--- src/rtl/divmod_pkg.sv ---
// rtl/divmod_pkg.sv - shared FSM type and constants for the iterative divider
package divmod_pkg;

    typedef enum logic [1:0] {
        IDLE = 2'd0,
        CALC = 2'd1,
        FIX  = 2'd2,
        DONE = 2'd3
    } divmod_state_t;

    // Widest operand supported; DIV0_QUOTIENT is sliced down to the instance width.
    localparam int MAX_WIDTH = 64;
    localparam logic [MAX_WIDTH-1:0] DIV0_QUOTIENT = '1;

    function automatic int cnt_width(input int width);
        return $clog2(width + 1);
    endfunction

endpackage

--- src/rtl/divmod_step.sv ---
// rtl/divmod_step.sv - one combinational restoring shift-subtract step
module divmod_step
    import divmod_pkg::*;
#(
    parameter int WIDTH = 32
) (
    input  logic [WIDTH:0]   rem,
    input  logic             dvd_msb,
    input  logic [WIDTH-1:0] divisor,
    output logic [WIDTH:0]   rem_next,
    output logic             q_bit
);

    logic [WIDTH:0] shifted;

    assign shifted  = {rem[WIDTH-1:0], dvd_msb};
    // Compare on the full partial remainder so its top bit still participates.
    assign q_bit    = ({rem, dvd_msb} >= {2'b00, divisor});
    assign rem_next = q_bit ? (shifted - {1'b0, divisor}) : shifted;

endmodule

--- src/rtl/divmod_unit.sv ---
// rtl/divmod_unit.sv - iterative restoring divider with quotient/remainder and signed mode
module divmod_unit
    import divmod_pkg::*;
#(
    parameter int WIDTH     = 32,
    parameter bit SIGNED_EN = 1'b1
) (
    input  logic             clk,
    input  logic             reset,
    input  logic             start,
    input  logic             signed_op,
    input  logic [WIDTH-1:0] a,
    input  logic [WIDTH-1:0] b,
    output logic             ready,
    output logic             busy,
    output logic             done,
    output logic [WIDTH-1:0] quotient,
    output logic [WIDTH-1:0] remainder,
    output logic             div_by_zero
);

    localparam int CW = cnt_width(WIDTH);

    divmod_state_t    state;
    logic [CW-1:0]    cnt;
    logic [WIDTH-1:0] dvd;
    logic [WIDTH-1:0] dvs;
    logic [WIDTH:0]   rem;
    logic             sign_q;
    logic             sign_r;

    logic             op_signed;
    logic             a_neg;
    logic             b_neg;
    logic [WIDTH-1:0] a_mag;
    logic [WIDTH-1:0] b_mag;
    logic             accept;
    logic [WIDTH:0]   rem_next;
    logic             q_bit;

    assign op_signed = SIGNED_EN && signed_op;
    assign a_neg     = op_signed && a[WIDTH-1];
    assign b_neg     = op_signed && b[WIDTH-1];
    // MIN maps onto itself, which is the correct unsigned magnitude.
    assign a_mag     = a_neg ? -a : a;
    assign b_mag     = b_neg ? -b : b;
    assign accept    = start && ready;

    divmod_step #(.WIDTH(WIDTH)) u_step (
        .rem      (rem),
        .dvd_msb  (dvd[WIDTH-1]),
        .divisor  (dvs),
        .rem_next (rem_next),
        .q_bit    (q_bit)
    );

    always_ff @(posedge clk) begin
        if (reset) begin
            state       <= IDLE;
            ready       <= 1'b1;
            busy        <= 1'b0;
            done        <= 1'b0;
            quotient    <= '0;
            remainder   <= '0;
            div_by_zero <= 1'b0;
            cnt         <= '0;
            dvd         <= '0;
            dvs         <= '0;
            rem         <= '0;
            sign_q      <= 1'b0;
            sign_r      <= 1'b0;
        end else begin
            done <= 1'b0;
            case (state)
                IDLE: begin
                    if (accept) begin
                        ready <= 1'b0;
                        busy  <= 1'b1;
                        if (b == '0) begin
                            quotient    <= DIV0_QUOTIENT[WIDTH-1:0];
                            remainder   <= a;
                            div_by_zero <= 1'b1;
                            state       <= DONE;
                        end else begin
                            dvd    <= a_mag;
                            dvs    <= b_mag;
                            rem    <= '0;
                            sign_q <= a_neg ^ b_neg;
                            sign_r <= a_neg;
                            cnt    <= CW'(WIDTH);
                            state  <= CALC;
                        end
                    end
                end
                CALC: begin
                    // The dividend register fills with quotient bits as it drains.
                    dvd <= {dvd[WIDTH-2:0], q_bit};
                    rem <= rem_next;
                    cnt <= cnt - CW'(1);
                    if (cnt == CW'(1)) begin
                        state <= FIX;
                    end
                end
                FIX: begin
                    quotient    <= sign_q ? -dvd : dvd;
                    remainder   <= sign_r ? -rem[WIDTH-1:0] : rem[WIDTH-1:0];
                    div_by_zero <= 1'b0;
                    state       <= DONE;
                end
                DONE: begin
                    done  <= 1'b1;
                    ready <= 1'b1;
                    busy  <= 1'b0;
                    state <= IDLE;
                end
                default: state <= IDLE;
            endcase
        end
    end

endmodule

--- config.mk ---
export PLATFORM = sky130hd
export DESIGN_NAME = divmod_unit
export DESIGN_NICKNAME = d
export VERILOG_FILES = /design/src/rtl/divmod_pkg.sv /design/src/rtl/divmod_step.sv /design/src/rtl/divmod_unit.sv
export SDC_FILE = /design/constraint.sdc
export NUM_CORES = 1
export LEC_CHECK = 0
export CAP_MARGIN = 25
export CORE_MARGIN = 4
export CORE_UTILIZATION = 60
export DETAILED_ROUTE_END_ITERATION = 8
export PLACE_DENSITY = 0.85
export SLEW_MARGIN = 40
export SYNTH_ARGS = -nofsm -noshare
export SYNTH_HDL_FRONTEND = slang
export SYNTH_SLANG_ARGS = --single-unit
--- constraint.sdc ---
create_clock -name clk -period 8.8 [get_ports clk]
set_clock_uncertainty 0.2 [all_clocks]
set_input_delay 0.88 -clock clk [delete_from_list [all_inputs] [get_ports clk]]
set_output_delay 0.88 -clock clk [all_outputs]
set_load 0.1 [all_outputs]
==> impl_metrics.tcl <==
set metrics [dict create \
    outcome "finished, final reports clean" \
    routed_wl_mm 33.9 \
    synthDistinctLibCells 66 \
    finalCriticalPeriod_ns 4.41 \
    boundaryPins 136 \
    drive_above_1_share 0.0873 \
    fillers 1559 \
    synthCells 1492 \
    final_common_cell "nand2_1" \
    pwr-share-comb 0.564 \
    ctsResizeCount 0 \
    cp.arrival_ns 4.55 \
    final_cell_mix "nand2_1 (178), dfxtp_1 (174), a21oi_1 (138)" \
    die_y_microns 146 \
    netlist_area_sq_um 11400 \
    place_congestion 0.953 \
    cts.sinks 175 \
    switchingPower_w 0.00219 \
    grt_pass1_vias 10631 \
    max_freq_mhz 227 \
    worstMarginPinSlew_ns 0.827 \
    routedWlPerCell_microns 18.7 \
    dp_hpwl_mm 24.9 \
    grt_pass1_wl_mm 54.4 \
    rsz0062_at_grt "no" \
    synth_sequential_area_ratio 0.307 \
    internal_power_w 0.00212 \
    initial_core_util 0.610 \
    required_ns 8.95 \
    hp-class "reg2reg" \
    grtUsageTotal 0.311 \
    cap_violations 0 \
    layout.area.seq_sq_um 3500 \
    p_per_area_nw_per_um2 331 \
    cts_buffer_depth 2 \
    irDropWorstVdd_v 0.000193 \
    synth_warnings 0 \
    critical_path_class "in2reg" \
    syn_nets 1604 \
    syn_to_final_growth_pct 14.4 \
    p_leak_nw 5.06 \
    clkSlewWorstSetupHoldPaths_ns 0.08 \
    worstSetupEndpointType "flip-flop" \
    ctsHoldBuffers 0 \
    antenna_found_initial 0 \
    drc 0 \
    synth_edf_count 0 \
    htreeDepth 4 \
    vias 11480 \
    dieArea_sq_um 21300 \
    final_hold_viol_count 0 \
    grt_overflow_total 0 \
    p_sw_frac 0.508 \
    via_per_inst 6.33 \
    finalMaxSlewViolations 0 \
    syn_avg_cell_area_sq_um 7.64 \
    diodes 0 \
    p_seq_frac 0.261 \
    postCtsSetupBuffers 0 \
    cts_tree "done" \
    synth-seq-cells 175 \
    fin_tns_setup_ns 0 \
    r2r_setup_slack_ns 4.77 \
    fin_crit_sh 0.501 \
    clkLatencyLatePin_ns 0.44 \
    drt-pass1-iter-count 7 \
    power.total_w 0.00432 \
    ant_nets 0 \
    place_ws_ns 4.00 \
    root_buffer "clkbuf_16" \
    slew_headroom 0.447 \
    start_kind "primary input" \
    crit_path_max_fanout 46 \
    multi_input_area_sq_um 7290 \
    synth-async-reset-ratio 0 \
    setup_viol 0 \
    pwr-share-clk 0.175 \
    grt_max_degree 100 \
    cts_made_buffers 17 \
    std_cell_rows 50 \
    setup_slack_ns 4.39 \
    place.port_buffers 135 \
    core_sq_um 18700 \
    die_x_microns 146 \
    synth_ff_type "dfxtp_1" \
    final_nets 1679 \
    first_iter_violations 958 \
]
==> synthesized netlist by cell type (12+ instances only) <==
library cell | count | area share
xor2_1 | 81 | 0.062
a311oi_1 | 18 | 0.014
ha_1 | 43 | 0.047
inv_1 | 65 | 0.021
or3_1 | 17 | 0.0093
a21o_1 | 12 | 0.0079
o21ai_0 | 100 | 0.044
a21oi_1 | 139 | 0.061
a211oi_1 | 47 | 0.031
o41ai_1 | 20 | 0.015
o31ai_1 | 26 | 0.017
o211ai_1 | 36 | 0.024
dfxtp_1 | 175 | 0.31
or4_1 | 14 | 0.0092
nand4_1 | 12 | 0.0066
clkbuf_1 | 66 | 0.022
a31oi_1 | 22 | 0.012
xnor2_1 | 69 | 0.053
a32oi_1 | 13 | 0.010
nor3_1 | 26 | 0.011
mux2i_1 | 22 | 0.019
nand2_1 | 178 | 0.059
nand3_1 | 19 | 0.0083
nor4_1 | 13 | 0.0071
buf_2 | 19 | 0.0083
nor2_1 | 137 | 0.045
==> flip-flops by register name, indices dropped and copies added, names as in the netlist <==
register,cells
remainder,32
ready,1
dvs,32
done,1
dvd,32
state,2
rem,33
sign_r,1
sign_q,1
div_by_zero,1
quotient,32
cnt,6
busy,1
==> worst max-delay path: stages <==
cell	delay, ns
clkdlybuf4s50_1	0.49
or4_1	0.59
or4_1	0.54
or3_1	0.53
o22ai_4	0.47
buf_8	0.25
buf_4	0.43
nor2_1	0.08
a311oi_1	0.27
==> power groups by stage <==
stage | Combinational, W | Sequential [W] | Clock [W]
after floorplan | 0.00156 | 0.00145 | 0
after global placement | 0.00238 | 0.00113 | 0
after detailed placement | 0.00238 | 0.00114 | 0
after CTS | 0.00240 | 0.00112 | 0.000759
after global routing | 0.00265 | 0.00115 | 0.000796
final | 0.00244 | 0.00113 | 0.000756
==> kinds of logic (layout without fill, tap and decap cells) <==
group,Yosys count,after routing,share of synthesized area
AOI/OAI and AO/OA,477,477,0.268
xor gates and xnor gates,150,150,0.115
adders and majority gates,44,44,0.0489
buffers and inverters,157,245,0.0553
DFF,175,175,0.307
muxes,22,22,0.0193
and+or+nand+nor,467,467,0.186
==> final timing paths <==
path / startpoint / endpoint / cells past startpoint
hold / removal: dvs[29] / dvs[29] / 2
hold reg to reg: dvs[29] / dvs[29] / 2
setup / recovery: b[12] / quotient[0] / 9
setup reg to reg: dvd[31] / rem[18] / 12
==> layout make-up <==
class,count,share of cell area
clock inverters,15,0.0129
multi-input cells,1160,0.558
flip-flops and latches,175,0.269
clock buffers,17,0.0326
inverters,65,0.0187
well taps,234,0.0224
repair buffers,148,0.0865
==> stage by stage <==
| step | utilization | hold WS [ns] | std cells | cell area [sq um] |
|---|---|---|---|---|
| CTS | 0.697 | 0.255 | 1814 | 13000 |
| finish | 0.698 | 0.257 | 1814 | 13100 |
| global route | 0.698 | 0.283 | 1814 | 13100 |
| detailed placement | 0.665 | 0.246 | 1782 | 12400 |
| floorplan | - | 0.232 | 1492 | 11400 |
| global placement | 0.682 | 0.240 | 1780 | 12700 |
==> per-layer routing <==
metal	routed length [microns]	up-vias	track usage
met1	13900	5344	0.389
met5	0	-	0
met4	1760	0	0.155
met2	15800	498	0.515
li1	-	5529	-
met3	2480	109	0.0561
Power figures use the tool's default switching activity.
